**src/rtl/pid_pwm_scheduler.sv**
```systemverilog
// Multi-channel PID response to time-proportioned heater PWM with a shared period counter.
// Optional feature: define SLEW_LIMIT_EN to rate-limit on-time increases at each period boundary.
//   state   | meaning
//   S_OFF   | active on-time is 0, output held low
//   S_PULSE | 0 < active < PERIOD, output high while counter < active
//   S_FULL  | active on-time equals PERIOD, output held high
module pid_pwm_scheduler #(
  parameter int NCH       = 2,
  parameter int RESP_W    = 12,
  parameter int TIME_W    = 25,
  parameter int SHIFT     = 13,
  parameter int PERIOD    = 20_000_000,
  parameter int SLEW_STEP = 1_000_000
) (
  input  logic                     CLK,
  input  logic                     RST,
  input  logic [NCH-1:0]           EN,
  input  logic [NCH*RESP_W-1:0]    PID_RESPONSE,
  output logic [NCH*TIME_W-1:0]    TIME_VALUE,
  output logic [NCH-1:0]           HEAT_OUT,
  output logic                     PERIOD_START
);

  localparam int MAG_W  = RESP_W - 1;
  localparam int CONV_W = MAG_W + SHIFT;
  localparam int XW     = (CONV_W > TIME_W) ? CONV_W : TIME_W;
  localparam logic [TIME_W-1:0] LAST_T = TIME_W'(PERIOD - 1);
  localparam logic [TIME_W-1:0] FULL_T = TIME_W'(PERIOD);
  localparam logic [XW-1:0]     FULL_X = XW'(PERIOD);
`ifdef SLEW_LIMIT_EN
  localparam logic [TIME_W:0]   STEP_X = (TIME_W + 1)'(SLEW_STEP);
  localparam logic [TIME_W-1:0] STEP_T = TIME_W'(SLEW_STEP);
`endif

  typedef enum logic [1:0] {S_OFF, S_PULSE, S_FULL} state_t;

  // Shift is done at the wider of the two widths so the clamp compare never sees a truncated value.
  function automatic logic [TIME_W-1:0] convert(input logic [RESP_W-1:0] r);
    logic [XW-1:0] m;
    m = XW'(r[MAG_W-1:0]) << SHIFT;
    if (r[RESP_W-1])  return '0;
    if (m >= FULL_X)  return FULL_T;
    return m[TIME_W-1:0];
  endfunction

  logic [TIME_W-1:0] cnt_q, cnt_d;
  logic              run_q, run_d;
  logic              ps_q, ps_d;
  logic [NCH-1:0]    heat_q, heat_d;
  logic [TIME_W-1:0] shadow_q [NCH];
  logic [TIME_W-1:0] shadow_d [NCH];
  logic [TIME_W-1:0] active_q [NCH];
  logic [TIME_W-1:0] active_d [NCH];
  state_t            state_q  [NCH];
  state_t            state_d  [NCH];
  logic              wrap;

  always_ff @(posedge CLK) begin
    if (RST) begin
      cnt_q  <= '0;
      run_q  <= 1'b0;
      ps_q   <= 1'b0;
      heat_q <= '0;
      for (int i = 0; i < NCH; i++) begin
        shadow_q[i] <= '0;
        active_q[i] <= '0;
        state_q[i]  <= S_OFF;
      end
    end else begin
      cnt_q  <= cnt_d;
      run_q  <= run_d;
      ps_q   <= ps_d;
      heat_q <= heat_d;
      for (int i = 0; i < NCH; i++) begin
        shadow_q[i] <= shadow_d[i];
        active_q[i] <= active_d[i];
        state_q[i]  <= state_d[i];
      end
    end
  end

  // The first edge after reset starts period 0 without being a boundary, so active stays cleared.
  always_comb begin
    wrap   = run_q && (cnt_q == LAST_T);
    run_d  = 1'b1;
    cnt_d  = (!run_q || wrap) ? '0 : cnt_q + 1'b1;
    ps_d   = (cnt_d == '0);
    heat_d = '0;
    for (int i = 0; i < NCH; i++) begin
      shadow_d[i] = EN[i] ? convert(PID_RESPONSE[i*RESP_W +: RESP_W]) : shadow_q[i];
      active_d[i] = active_q[i];
      state_d[i]  = state_q[i];
      if (wrap) begin
`ifdef SLEW_LIMIT_EN
        if ({1'b0, shadow_q[i]} > ({1'b0, active_q[i]} + STEP_X))
          active_d[i] = active_q[i] + STEP_T;
        else
          active_d[i] = shadow_q[i];
`else
        active_d[i] = shadow_q[i];
`endif
        if (active_d[i] == '0)
          state_d[i] = S_OFF;
        else if (active_d[i] == FULL_T)
          state_d[i] = S_FULL;
        else
          state_d[i] = S_PULSE;
      end
      case (state_d[i])
        S_OFF:   heat_d[i] = 1'b0;
        S_FULL:  heat_d[i] = 1'b1;
        default: heat_d[i] = (cnt_d < active_d[i]);
      endcase
    end
  end

  for (genvar g = 0; g < NCH; g++) begin : g_tv
    assign TIME_VALUE[g*TIME_W +: TIME_W] = shadow_q[g];
  end

  assign HEAT_OUT     = heat_q;
  assign PERIOD_START = ps_q;

endmodule

```
**config.mk**
```make
export PLATFORM = sky130hd
export DESIGN_NAME = pid_pwm_scheduler
export DESIGN_NICKNAME = d
export VERILOG_FILES = /design/src/rtl/pid_pwm_scheduler.sv
export SDC_FILE = /design/constraint.sdc
export NUM_CORES = 1
export LEC_CHECK = 0
export CELL_PAD_IN_SITES_DETAIL_PLACEMENT = 1
export CELL_PAD_IN_SITES_GLOBAL_PLACEMENT = 1
export CORE_AREA = 2 2 112 114
export CTS_BUF_LIST = sky130_fd_sc_hd__clkbuf_4
export DETAILED_ROUTE_END_ITERATION = 16
export DIE_AREA = 0 0 114 116
export GPL_ROUTABILITY_DRIVEN = 0
export PLACE_DENSITY = 0.88
export RECOVER_POWER = 100
export SKIP_CTS_REPAIR_TIMING = 1
export SLEW_MARGIN = 20
export SYNTH_ARGS = -nofsm -noshare
export SYNTH_HDL_FRONTEND = slang
export SYNTH_SLANG_ARGS = --single-unit
```
**constraint.sdc**
```tcl
create_clock -name CLK -period 7.7 [get_ports CLK]
set_input_delay 1.54 -clock CLK [delete_from_list [all_inputs] [get_ports CLK]]
set_output_delay 1.54 -clock CLK [all_outputs]
set_load 0.05 [all_outputs]
```
[Word level (Yosys, flattened, before mapping)]
Memories as Yosys holds them, arrays and structs flattened.
Index checks and enable logic that the tools add are counted.
Operators by class
  muxes and demuxes: 36
  div/mod/pow operators: 0
  bitwise logic cells: 6
  shift-type cells: 0
  equality and inequality tests: 5
  multipliers: 0
  reduce and logical (&&, ||, !) cells: 8
  add/subtract/negate cells: 1
  magnitude comparators: 4
Operators by type and width (number)
  $mux W25: 17
  $eq A25 B25 Y1 const B: 3
  $logic_not A25 Y1: 3
  $ge A24 B25 Y1 const B: 2
  $lt A25 B25 Y1: 2
  $add A25 B1 Y25 const B: 1
  $mux W2: 8
  $mux W1: 9
  $or A1 B1 Y1: 6
  $eq A2 B2 Y1 const B: 2
  $logic_not A2 Y1: 2
  $pmux W1 S2: 2
  $logic_and A1 B1 Y1: 1
  $logic_not A1 Y1: 1
  $logic_or A1 B1 Y1: 1
Word-level totals
  input port bits: 28
  memories kept: 3
  bits in latches: 0
  output and inout bits: 53
  bits in writable memories: 104
  ROM bits: 0
  register bits after elaboration: 29
Memories
  active_q: words 2, bits a word 25, read ports 2, clocked after Yosys merged registers in 0, write ports 2, line 52  | logic [TIME_W-1:0] active_q [NCH];
  shadow_q: words 2, bits a word 25, read ports 2, clocked after Yosys merged registers in 0, write ports 2, line 50  | logic [TIME_W-1:0] shadow_q [NCH];
  state_q: words 2, bits a word 2, read ports 2, clocked after Yosys merged registers in 0, write ports 2, line 54  | state_t state_q [NCH];

[Logic depth before layout (Yosys ltp)]
Gate-level depths: netlist of run 1.
  depth in word-level cells: 7
  gate-level depth with buffers: 16
  mapped depth without buffers: 14

[Worst setup path after synthesis of run 1]
Ideal clock, no wire load.
  kind: register -> register
  start: reg cnt_q[0]
  end: reg heat_q[1], in the netlist HEAT_OUT[1]
  required time: 7577 ps
  arrival time: 3119 ps
  clock period less this slack: 3242 ps
  cell stages (with the launch flop): 17
  path buffers: 2
  slack: 4458 ps
  cell sequence: dfxtp_1 > ha_1 > buf_2 > nand4_1 > or4_1 > buf_2 > nor4_4 > xor2_1 > nand2b_1 > inv_1 > ha_1 > nand4_1 > or3_1 > o32a_1 > o211ai_1 > or3_1 > o22ai_1
Between the ends
  cells in the longest elaborated chain, start to end: 6
RTL lines
  from (decl): line 46  | logic [TIME_W-1:0] cnt_q, cnt_d;
  from (signal assigned): line 70  | cnt_q <= cnt_d;
  branches (longest 3 deep; another with $add A25 B1 Y25)
  $mux W25 (*): line 86  | cnt_d = (!run_q || wrap) ? '0 : cnt_q + 1'b1;
  via cnt_d[24]: line 46
  $lt A25 B25 Y1 (*): line 112  | default: heat_d[i] = (cnt_d < active_d[i]);
  $pmux W1 S2 (*): line 109  | case (state_d[i])
  to (signal assigned): line 73  | heat_q <= heat_d;
  to (decl): line 49  | logic [NCH-1:0] heat_q, heat_d;
Mark *: on every way through the listed nets, which the timed path passes.
A chain may end at the register's enable or synchronous reset.

==> impl_table.tex, run 1 <==
\begin{tabular}{lr}
\hline
Metric & Value \\
\hline
\multicolumn{2}{l}{\textbf{Yosys}} \\
Async S/R FF share, synth & 0\% \\
Netlist cell types & 49 \\
Number of synthesized flops with an enable pin & 0 \\
Yosys warnings & 0 \\
Primary FF master, synth & dfxtp\_1 \\
Most common library cells after synthesis & nor2\_1 (114), dfxtp\_1 (105), ha\_1 (49) \\
Fraction of synthesized cell area taken by the top area cell type & 39.3\% \\
Largest area contributor in the netlist & dfxtp\_1 \\
Synth top area cells & dfxtp\_1 (39\%), ha\_1 (11\%), nor2\_1 (8.0\%), buf\_4 (4.2\%), mux2i\_1 (4.1\%) \\
Synthesized netlist cell count & 611 \\
Post-synthesis instance area & 0.00534 sq mm \\
Mean area per synthesized cell & 8.74 sq um \\
Number of flip-flops and latches in the synthesized netlist & 105 \\
Sequential-to-total area share from yosys stat & 39.3\% \\
Count leader, synth & nor2\_1 \\
\multicolumn{2}{l}{\textbf{Detailed routing}} \\
Vias & 4267 \\
Initial detailed-routing violation count & 188 \\
Post-Route WL & 13700 um \\
Via-to-Cell Ratio & 5.33 \\
Post-detailed-route count of antenna-violating nets & 0 \\
Mean routed wirelength per cell & 17.1 um \\
Post-route DRC violation count & 0 \\
Drt pass-1 iters & 4 \\
\multicolumn{2}{l}{\textbf{Clock tree}} \\
Bufs on Longest Clock Path & 2 \\
Worst-path clk slew & 0.16 ns \\
Clock tree from TritonCTS & done \\
Root buffer cell & clkbuf\_4 \\
Clk sinks & 105 \\
H-tree depth & 3 \\
Number of buffers inserted during clock tree synthesis & 9 \\
Clock insertion delay at the later pin of the skew report & 0.49 ns \\
\multicolumn{2}{l}{\textbf{Setup path}} \\
CP endpoint & HEAT\_OUT[0] \\
Worst Setup SP & RST \\
Register-to-Register Setup Slack & 3.84 ns \\
Category of the critical setup timing path & in -> reg \\
Worst-case reg-to-reg path depth & 13 \\
Worst reg2reg path endpoint & HEAT\_OUT[1] \\
Crit start category & primary input \\
Highest fanout seen on the critical path & 88 \\
Required time worst endpoint & 8.10 ns \\
Origin of the critical flop-to-flop path & cnt\_q[0] \\
Worst Path Arrival & 5.42 ns \\
Critical Path Sink Type & flop \\
\multicolumn{2}{l}{\textbf{Timing}} \\
Highest attainable clock frequency & 199 MHz \\
Setup TNS & 0 ns \\
Max-slew violation count & 89 \\
Number of setup violations in the final report & 0 \\
Shortest clock period the worst path allows after layout & 5.01 ns \\
Final hold violation count & 0 \\
Max transition margin & -155\% \\
Crit path setup slack, layout & 2.69 ns \\
Clock Skews & 0.0142 ns \\
Crit share post-route & 65.1\% \\
Setup repair after global routing missed its margin & no \\
Least-Margin Pin Slew & 3.83 ns \\
\multicolumn{2}{l}{\textbf{Power and ir drop}} \\
Sw power & 0.274 mW \\
Maximum resistive drop on vdd & 0.0846 mV \\
Portion of total power attributed to sequential cells & 58.4\% \\
Share of power burned in the clock network & 30.7\% \\
Internal portion of total power & 0.677 mW \\
Power per cell area & 160 mW/mm\^{}2 \\
Lkg Pwr & 2.62 nW \\
Switching part of the total & 28.8\% \\
Share of total power in combinational logic & 10.9\% \\
\multicolumn{2}{l}{\textbf{Worst hold path}} \\
Type of the tightest min-delay check & reg -> reg \\
Start point of the worst min-delay path & active\_q[0][4] \\
\multicolumn{2}{l}{\textbf{Finish}} \\
Layout cells sized above 1 & 3.98\% \\
Antenna fix cells & 0 \\
Area growth from synthesis to layout & 11.5\% \\
Final std cells w/o fill & 800 \\
Final net count & 725 \\
\multicolumn{2}{l}{\textbf{Die}} \\
Number of standard-cell rows in the floorplan & 40 \\
Initial Utilization & 44.9\% \\
IO Pins & 81 \\
Placeable Area & 0.0119 sq mm \\
Area enclosed by the die boundary & 0.0132 sq mm \\
Overall die width & 114 um \\
Die Span Y & 116 um \\
\multicolumn{2}{l}{\textbf{Global route}} \\
Overall overflow remaining after global route & 0 \\
Total GRT Usage & 21.5\% \\
Initial antenna violation count & 0 \\
Wire length of the first global-routing pass & 22600 um \\
Maximum number of pins on one net before global-route repair & 89 \\
Vias in the first global route & 4518 \\
\multicolumn{2}{l}{\textbf{Placement}} \\
Post-placement setup slack & 3.87 ns \\
Half-perimeter wire length of the detailed placement result & 10600 um \\
Number of port buffers & 52 \\
Placed Cells & 784 \\
\multicolumn{2}{l}{\textbf{Run status}} \\
Failing checks & max-capacitance violations, max-slew violations \\
Run status & finished, violations left \\
\multicolumn{2}{l}{\textbf{Run}} \\
Max-cap violation count & 1 \\
\hline
\end{tabular}
[power by group through the flow]
| stage | combinational [mW] | sequential (mW) | clock, mW |
|---|---|---|---|
| 2_1_floorplan | 0.0699 | 0.582 | 0 |
| 3_3_place_gp | 0.103 | 0.567 | 0 |
| 3_5_place_dp | 0.105 | 0.567 | 0 |
| 4_1_cts | 0.105 | 0.556 | 0.294 |
| 5_1_grt | 0.109 | 0.557 | 0.316 |
| 6_report | 0.103 | 0.556 | 0.292 |
[layer usage]
metal  routed length (um)  up-vias  global-route usage, %  share of wire (%)
met5                    0        -                      0                  0
met4                  260        0                   8.13                1.9
met3                  293       17                   2.35                2.1
met2                 7080       59                   38.2                 52
met1                 6080     2077                   26.9                 44
li1                     -     2114                      -                  -
[worst min path at each step]
stage | to | slack [ns] | cells past startpoint
floorplan | state_q[0][3] | 0.40 | 2
global placement | active_q[0][12] | 0.43 | 2
detailed placement | active_q[0][4] | 0.44 | 2
CTS | active_q[0][4] | 0.46 | 2
global route | active_q[0][34] | 0.48 | 2
finish | active_q[0][4] | 0.46 | 2
[area by class of cell]
class                   instances  area, sq um
fillers                      1433         5960
multi-input cells             466         2960
flip-flops and latches        105         2100
repair buffers                 54          527
well taps                     147          184
clock inverters                 7         71.3
clock buffers                   9         67.6
inverters                      12         45.0
[cells in the final DEF, fill, tap and decap left out, types with 3 or more instances in the layout]
cell type	instances
nor3_1	15
xnor2_1	12
dlygate4sd3_1	25
dfxtp_1	105
inv_1	12
xor2_1	12
conb_1	28
ha_1	49
o21ai_0	7
a21oi_1	37
nand2_1	39
clkbuf_4	9
a21o_1	24
nand4_1	20
nor4b_1	3
nor2b_1	24
clkdlybuf4s50_1	26
nor4_1	7
nand3_1	10
nand2b_1	6
nor2_1	114
mux2i_1	22
or3_1	3
[kinds of logic (layout without fill, tap and decap cells)]
| logic type | after synthesis | after routing | share of synthesized area [%] |
|---|---|---|---|
| other cells | 1 | 28 | 0.0702 |
| xor+xnor | 24 | 24 | 3.93 |
| buf+inv | 67 | 82 | 7.07 |
| mux | 23 | 23 | 4.33 |
| compound gates | 78 | 78 | 8.90 |
| flops | 105 | 105 | 39.3 |
| fa+ha+maj | 49 | 49 | 11.5 |
| simple gates | 264 | 264 | 24.9 |
[per-stage QoR]
step / hold WS [ns] / utilization, % / total power [mW] / instance area [sq um]
global placement: 0.435 / 48.9 / 0.670 / 5830
global route: 0.477 / 50.0 / 0.982 / 5960
detailed placement: 0.441 / 48.9 / 0.672 / 5830
CTS: 0.463 / 50.1 / 0.955 / 5960
floorplan: 0.404 / - / 0.652 / 5440
finish: 0.460 / 50.0 / 0.951 / 5960
[critical path: stages]
cell and delay (ns):
buf_2 0.07, clkbuf_1 2.67, nor2_1 0.39, and2_0 0.38, nor2b_1 0.14, a31o_1 0.18
[state kept, by name, summed over array words and instances (netlist names)]
name,flops
active_q,50
cnt_q,25
shadow_q,22
state_q,4
HEAT_OUT,2
PERIOD_START,1
run_q,1
(Power assumes the default switching activity.)
==> inputs of run 2 (changes only) <==
--- a/config.mk
+++ b/config.mk
@@ -7,12 +7,12 @@
 export LEC_CHECK = 0
 export CELL_PAD_IN_SITES_DETAIL_PLACEMENT = 1
 export CELL_PAD_IN_SITES_GLOBAL_PLACEMENT = 1
-export CORE_AREA = 2 2 112 114
+export CORE_AREA = 2 2 122 124
 export CTS_BUF_LIST = sky130_fd_sc_hd__clkbuf_4
 export DETAILED_ROUTE_END_ITERATION = 16
-export DIE_AREA = 0 0 114 116
+export DIE_AREA = 0 0 124 126
 export GPL_ROUTABILITY_DRIVEN = 0
-export PLACE_DENSITY = 0.88
+export PLACE_DENSITY = 0.79
 export RECOVER_POWER = 100
 export SKIP_CTS_REPAIR_TIMING = 1
 export SLEW_MARGIN = 20
==> constraint.sdc (replaced) <==
create_clock -name CLK -period 4.1 [get_ports CLK]
set_input_delay 0.82 -clock CLK [delete_from_list [all_inputs] [get_ports CLK]]
set_output_delay 0.82 -clock CLK [all_outputs]
set_load 0.05 [all_outputs]
==> run 2 against run 1 <==
  * The run still ends with max-capacitance violations, max-slew violations left
  * Clock power up 90%
  * Sequential power up 87%
  * Via count up 0.98%
  * Non-clock buffer count up 3
  * Largest power group unchanged
  * Register-to-register slack worse by 3.5 ns
  * Clock skew up 0.017 ns
==> impl_table.tex, run 2 (synthesis gave the netlist of run 1 again) <==
\begin{tabular}{lr}
\hline
Metric & Value \\
\hline
\multicolumn{2}{l}{\textbf{Run status}} \\
Run status & finished, violations left \\
Failing checks & max-capacitance violations, max-slew violations \\
\multicolumn{2}{l}{\textbf{Die}} \\
Number of standard-cell rows in the floorplan & 44 \\
IO Pins & 81 \\
Area enclosed by the die boundary & 0.0156 sq mm \\
Placeable Area & 0.0143 sq mm \\
Initial Utilization & 37.3\% \\
Die Span Y & 126 um \\
Overall die width & 124 um \\
\multicolumn{2}{l}{\textbf{Global route}} \\
Overall overflow remaining after global route & 0 \\
Wire length of the first global-routing pass & 22200 um \\
Vias in the first global route & 4459 \\
Maximum number of pins on one net before global-route repair & 48 \\
Total GRT Usage & 18.0\% \\
Initial antenna violation count & 1 \\
\multicolumn{2}{l}{\textbf{Timing}} \\
Max-slew violation count & 48 \\
Number of setup violations in the final report & 0 \\
Worst slack on hold paths & 0.460 ns \\
Max transition margin & -38.1\% \\
Setup repair after global routing missed its margin & no \\
Setup TNS & 0 ns \\
Clock Skews & 0.0308 ns \\
Crit share post-route & 92.2\% \\
Final hold violation count & 0 \\
Crit path setup slack, layout & 0.321 ns \\
Highest attainable clock frequency & 265 MHz \\
Least-Margin Pin Slew & 2.07 ns \\
Shortest clock period the worst path allows after layout & 3.78 ns \\
\multicolumn{2}{l}{\textbf{Finish}} \\
Most common cell after layout, fill and taps aside & nor2\_1 \\
Top flop regs & active\_q (50), cnt\_q (25), shadow\_q (22) \\
Layout cells sized above 1 & 4.12\% \\
Final std cells w/o fill & 841 \\
Final net count & 728 \\
Area growth from synthesis to layout & 12.9\% \\
Register with the highest flop count & active\_q \\
Leading cell types in the layout, fill and taps excluded & nor2\_1 (114), dfxtp\_1 (105), ha\_1 (49) \\
Largest register FFs & 50 \\
\multicolumn{2}{l}{\textbf{Power and ir drop}} \\
Maximum resistive drop on vdd & 0.131 mV \\
Overall power consumption & 1.80 mW \\
Power per cell area & 298 mW/mm\^{}2 \\
Lkg Pwr & 2.64 nW \\
\multicolumn{2}{l}{\textbf{Worst hold path}} \\
Cells on Worst Hold Path & 2 \\
Hold-critical path endpoint & active\_q[0][8] \\
Type of the tightest min-delay check & reg -> reg \\
Start point of the worst min-delay path & active\_q[0][8] \\
\multicolumn{2}{l}{\textbf{Placement}} \\
Number of port buffers & 52 \\
Placed Cells & 824 \\
Half-perimeter wire length of the detailed placement result & 10500 um \\
Post-placement setup slack & 0.385 ns \\
\multicolumn{2}{l}{\textbf{Setup path}} \\
Register-to-Register Setup Slack & 0.32 ns \\
Required time worst endpoint & 4.50 ns \\
Critical Path Sink Type & flop \\
Worst-case reg-to-reg path depth & 14 \\
Worst Path Arrival & 4.18 ns \\
Worst reg2reg path endpoint & HEAT\_OUT[1] \\
Origin of the critical flop-to-flop path & cnt\_q[0] \\
Highest fanout seen on the critical path & 7 \\
Category of the critical setup timing path & reg -> reg \\
Crit start category & flop \\
\multicolumn{2}{l}{\textbf{Clock tree}} \\
Bufs on Longest Clock Path & 2 \\
Clock tree from TritonCTS & done \\
Clock insertion delay at the later pin of the skew report & 0.50 ns \\
Root buffer cell & clkbuf\_4 \\
H-tree depth & 3 \\
Number of buffers inserted during clock tree synthesis & 9 \\
Clk sinks & 105 \\
Worst-path clk slew & 0.19 ns \\
\multicolumn{2}{l}{\textbf{Detailed routing}} \\
Drt pass-1 iters & 4 \\
Post-route DRC violation count & 0 \\
Vias & 4309 \\
Mean routed wirelength per cell & 16.0 um \\
Post-Route WL & 13400 um \\
Initial detailed-routing violation count & 213 \\
Via-to-Cell Ratio & 5.12 \\
Post-detailed-route count of antenna-violating nets & 0 \\
\multicolumn{2}{l}{\textbf{Run}} \\
Max-cap violation count & 1 \\
\hline
\end{tabular}
==> run 2: cell types whose count changed in the layout (fill, tap and decap cells not counted), moves of 2 or more <==
cell        before  now
clkinv_8         0    3
clkinvlp_4       2    0
clkinv_4         2    0
inv_6            0    3
==> run 2: worst max-delay path: stages (launching register included) <==
cell	delay [ns]
dfxtp_1	0.49
ha_1	0.39
nand4_1	0.16
or4_1	0.67
nor4_4	0.33
xor2_1	0.10
nand2b_1	0.13
inv_1	0.08
ha_1	0.29
nand4_1	0.14
or3_1	0.44
o32a_1	0.19
o211ai_1	0.09
or3_1	0.13
o22ai_1	0.09
==> run 2: worst max-delay path by stage <==
stage,cells past startpoint,startpoint,slack [ns],to
5_1_grt,14,cnt_q[0],0.07,HEAT_OUT[1]
6_report,14,cnt_q[0],0.32,HEAT_OUT[1]
4_1_cts,14,cnt_q[0],0.34,HEAT_OUT[1]
3_3_place_gp,14,cnt_q[0],0.57,HEAT_OUT[1]
2_1_floorplan,16,cnt_q[0],0.86,HEAT_OUT[1]
3_5_place_dp,14,cnt_q[0],0.38,HEAT_OUT[1]
==> run 2: power breakdown <==
| part | total [mW] | internal, mW | leakage [nW] | switching, mW |
|---|---|---|---|---|
| registers | 1.04 | 1.03 | 0.849 | 0.0117 |
| logic | 0.197 | 0.0558 | 1.71 | 0.141 |
| clock network | 0.556 | 0.151 | 0.0817 | 0.405 |
==> run 2: final cells by class <==
type	instances	area (sq um)
flip-flops and latches	105	2100
diodes	1	2.50
well taps	184	230
repair buffers	57	558
fillers	1730	8280
multi-input cells	466	2940
clock buffers	9	67.6
inverters	12	45.0
clock inverters	7	86.3
==> run 2: through the flow <==
step	utilization [%]	cell area, sq um
floorplan	-	5440
global placement	41.3	5910
detailed placement	41.3	5910
CTS	42.3	6060
global route	42.1	6030
finish	42.1	6030
==> run 2: routing by layer <==
metal  track usage [%]  part of all wire, %  up-vias
met3              2.22                  2.9       13
met2              30.6                   50       65
li1                  -                    -     2125
met1              23.2                   46     2106
met4              6.41                  1.5        0
met5                 0                    0        -
==> inputs of run 3 (changes only) <==
--- a/config.mk
+++ b/config.mk
@@ -5,15 +5,17 @@
 export SDC_FILE = /design/constraint.sdc
 export NUM_CORES = 1
 export LEC_CHECK = 0
+export CAP_MARGIN = 15
 export CELL_PAD_IN_SITES_DETAIL_PLACEMENT = 1
 export CELL_PAD_IN_SITES_GLOBAL_PLACEMENT = 1
-export CORE_AREA = 2 2 122 124
+export CORE_AREA = 2 2 116 118
 export CTS_BUF_LIST = sky130_fd_sc_hd__clkbuf_4
 export DETAILED_ROUTE_END_ITERATION = 16
-export DIE_AREA = 0 0 124 126
+export DIE_AREA = 0 0 118 120
 export GPL_ROUTABILITY_DRIVEN = 0
-export PLACE_DENSITY = 0.79
+export PLACE_DENSITY = 0.83
 export RECOVER_POWER = 100
+export SETUP_SLACK_MARGIN = 0.15
 export SKIP_CTS_REPAIR_TIMING = 1
 export SLEW_MARGIN = 20
 export SYNTH_ARGS = -nofsm -noshare
==> constraint.sdc (replaced) <==
create_clock -name CLK -period 3.9 [get_ports CLK]
set_input_delay 0.78 -clock CLK [delete_from_list [all_inputs] [get_ports CLK]]
set_output_delay 0.78 -clock CLK [all_outputs]
set_load 0.05 [all_outputs]
==> run 3 against run 2 <==
  * The flow still finishes with violations (max-capacitance violations, max-slew violations)
  * Clock power is 15% higher
  * Non-clock buffer count is 4 higher
  * Cell area grew 0.64%
  * Critical path depth decreased by 1
  * Core utilization increased by 4.6 points
  * Sequential power is 6% higher
  * First-iteration DRC count is 40% lower
  * Sequential share of layout area shrank 0.20 points
  * Global-route usage is 1.7 points higher
  * Fmax grew 9.5%
  * Clock skew is 0.011 ns lower
  * Cell count down 0.59%
  * Critical endpoint unchanged
==> impl_table.tex, run 3 (synthesis gave the netlist of run 1 again) <==
\begin{tabular}{lr}
\hline
Metric & Value \\
\hline
\multicolumn{2}{l}{\textbf{Run status}} \\
Run status & finished, violations left \\
Failing checks & max-capacitance violations, max-slew violations \\
\multicolumn{2}{l}{\textbf{Clock tree}} \\
Clock tree from TritonCTS & done \\
Clock insertion delay at the later pin of the skew report & 0.51 ns \\
Root buffer cell & clkbuf\_4 \\
Bufs on Longest Clock Path & 2 \\
Clk sinks & 105 \\
Number of buffers inserted during clock tree synthesis & 9 \\
Worst-path clk slew & 0.18 ns \\
H-tree depth & 3 \\
\multicolumn{2}{l}{\textbf{Power and ir drop}} \\
Sw power & 0.582 mW \\
Portion of total power attributed to sequential cells & 56.6\% \\
Overall power consumption & 1.94 mW \\
Lkg Pwr & 2.66 nW \\
Switching part of the total & 30.0\% \\
Internal portion of total power & 1.36 mW \\
Share of total power in combinational logic & 10.6\% \\
Maximum resistive drop on vdd & 0.176 mV \\
Share of power burned in the clock network & 32.8\% \\
Power per cell area & 320 mW/mm\^{}2 \\
\multicolumn{2}{l}{\textbf{Timing}} \\
Final hold violation count & 0 \\
Setup repair after global routing missed its margin & no \\
Worst slack on hold paths & 0.457 ns \\
Highest attainable clock frequency & 290 MHz \\
Number of setup violations in the final report & 0 \\
Shortest clock period the worst path allows after layout & 3.45 ns \\
Clock Skews & 0.0199 ns \\
Max transition margin & -21.3\% \\
Crit share post-route & 88.5\% \\
Max-slew violation count & 42 \\
Least-Margin Pin Slew & 1.82 ns \\
Setup TNS & 0 ns \\
\multicolumn{2}{l}{\textbf{Die}} \\
Placeable Area & 0.0130 sq mm \\
Area enclosed by the die boundary & 0.0142 sq mm \\
Initial Utilization & 41.2\% \\
IO Pins & 81 \\
Overall die width & 118 um \\
Number of standard-cell rows in the floorplan & 42 \\
Die Span Y & 120 um \\
\multicolumn{2}{l}{\textbf{Global route}} \\
Wire length of the first global-routing pass & 22400 um \\
Maximum number of pins on one net before global-route repair & 49 \\
Total GRT Usage & 19.7\% \\
Initial antenna violation count & 0 \\
Overall overflow remaining after global route & 0 \\
Vias in the first global route & 4529 \\
\multicolumn{2}{l}{\textbf{Detailed routing}} \\
Drt pass-1 iters & 4 \\
Vias & 4319 \\
Initial detailed-routing violation count & 127 \\
Post-Route WL & 13400 um \\
Post-detailed-route count of antenna-violating nets & 0 \\
Via-to-Cell Ratio & 5.17 \\
Mean routed wirelength per cell & 16.1 um \\
Post-route DRC violation count & 0 \\
\multicolumn{2}{l}{\textbf{Finish}} \\
Most common cell after layout, fill and taps aside & nor2\_1 \\
Leading cell types in the layout, fill and taps excluded & nor2\_1 (114), dfxtp\_1 (104), ha\_1 (48) \\
Antenna fix cells & 0 \\
Area used by multi-input combinational logic & 0.00297 sq mm \\
Final net count & 732 \\
Layout cells sized above 1 & 5.45\% \\
Largest register FFs & 50 \\
Final std cells w/o fill & 836 \\
Post-route standard cell area excluding fillers & 0.00607 sq mm \\
Register cell area after layout & 0.00210 sq mm \\
Area growth from synthesis to layout & 13.6\% \\
Register with the highest flop count & active\_q \\
Top flop regs & active\_q (50), cnt\_q (25), shadow\_q (22) \\
Filler cells & 1547 \\
\multicolumn{2}{l}{\textbf{Placement}} \\
Number of port buffers & 52 \\
Half-perimeter wire length of the detailed placement result & 10500 um \\
Placed Cells & 819 \\
Cell area after placement & 0.00591 sq mm \\
\multicolumn{2}{l}{\textbf{Setup path}} \\
Crit path buf inv count & 1 \\
Cell class contributing the biggest share of worst-path delay & simple AND/OR/NAND/NOR gates \\
Category of the critical setup timing path & reg -> reg \\
Critical Path Sink Type & flop \\
Register-to-Register Setup Slack & 0.45 ns \\
Crit path cell chain & nand4\_1, or4\_4, nor4\_4, xor2\_1, nand2b\_1, inv\_1, ha\_1, nand4\_1, or3\_1, o32a\_1, o211ai\_1, or3\_1, o22ai\_1 \\
Worst Path Arrival & 3.86 ns \\
Highest fanout seen on the critical path & 7 \\
Required time worst endpoint & 4.31 ns \\
Cell with the biggest individual delay on the critical path & or4\_4 \\
Crit start category & flop \\
Slowest Stage Delay on Critical Path & 0.66 ns \\
\multicolumn{2}{l}{\textbf{Worst hold path}} \\
Type of the tightest min-delay check & reg -> reg \\
\multicolumn{2}{l}{\textbf{Run}} \\
Max-cap violation count & 1 \\
\hline
\end{tabular}
-- run 3: cell type report --
| cell class | count | share of cell area, % |
|---|---|---|
| clock buffer | 9 | 1.11 |
| clock inverter | 7 | 1.48 |
| inverter | 12 | 0.742 |
| multi-input combinational | 466 | 49.0 |
| sequential | 105 | 34.7 |
| tap | 176 | 3.63 |
| timing repair buffer | 61 | 9.42 |
-- run 3: metal layers --
layer	GRT usage, %	vias up	part of all wire, %
met1	24.3	2105	46
li1	-	2127	-
met3	2.76	23	2.9
met5	0	-	0
met4	7.98	0	2.3
met2	34.6	64	49
-- run 3: worst reg2reg max path: cells and delay by family, from the launching register on --
kind / cells / cell delay [ns]
AO/OA/AOI/OAI: 3 / 0.33
XOR/XNOR: 1 / 0.10
buffers and inverters: 1 / 0.08
flip-flops: 1 / 0.51
AND/OR/NAND/NOR: 7 / 2.02
adder cells (fa/ha/maj): 1 / 0.31
-- run 3: power groups by stage --
stage	Clock (mW)	Combinational (mW)	Sequential, mW
finish	0.637	0.206	1.10
global route	0.677	0.219	1.10
CTS	0.646	0.210	1.10
detailed placement	0	0.210	1.12
global placement	0	0.205	1.12
floorplan	0	0.138	1.15
-- run 3: path summary, 6_finish.rpt --
path,from,endpoint,cells after the start
max,cnt_q[3],HEAT_OUT[1],13
min,active_q[0][28],active_q[0][28],2
max reg2reg,cnt_q[3],HEAT_OUT[1],13
min reg2reg,active_q[0][28],active_q[0][28],2
-- run 3: stage by stage --
| step | util, % | worst slack (ns) |
|---|---|---|
| 2_1_floorplan | - | 0.658 |
| 3_3_place_gp | 45.5 | 0.357 |
| 3_5_place_dp | 45.5 | 0.227 |
| 4_1_cts | 46.7 | 0.184 |
| 5_1_grt | 46.8 | 0.135 |
| 6_report | 46.8 | 0.449 |
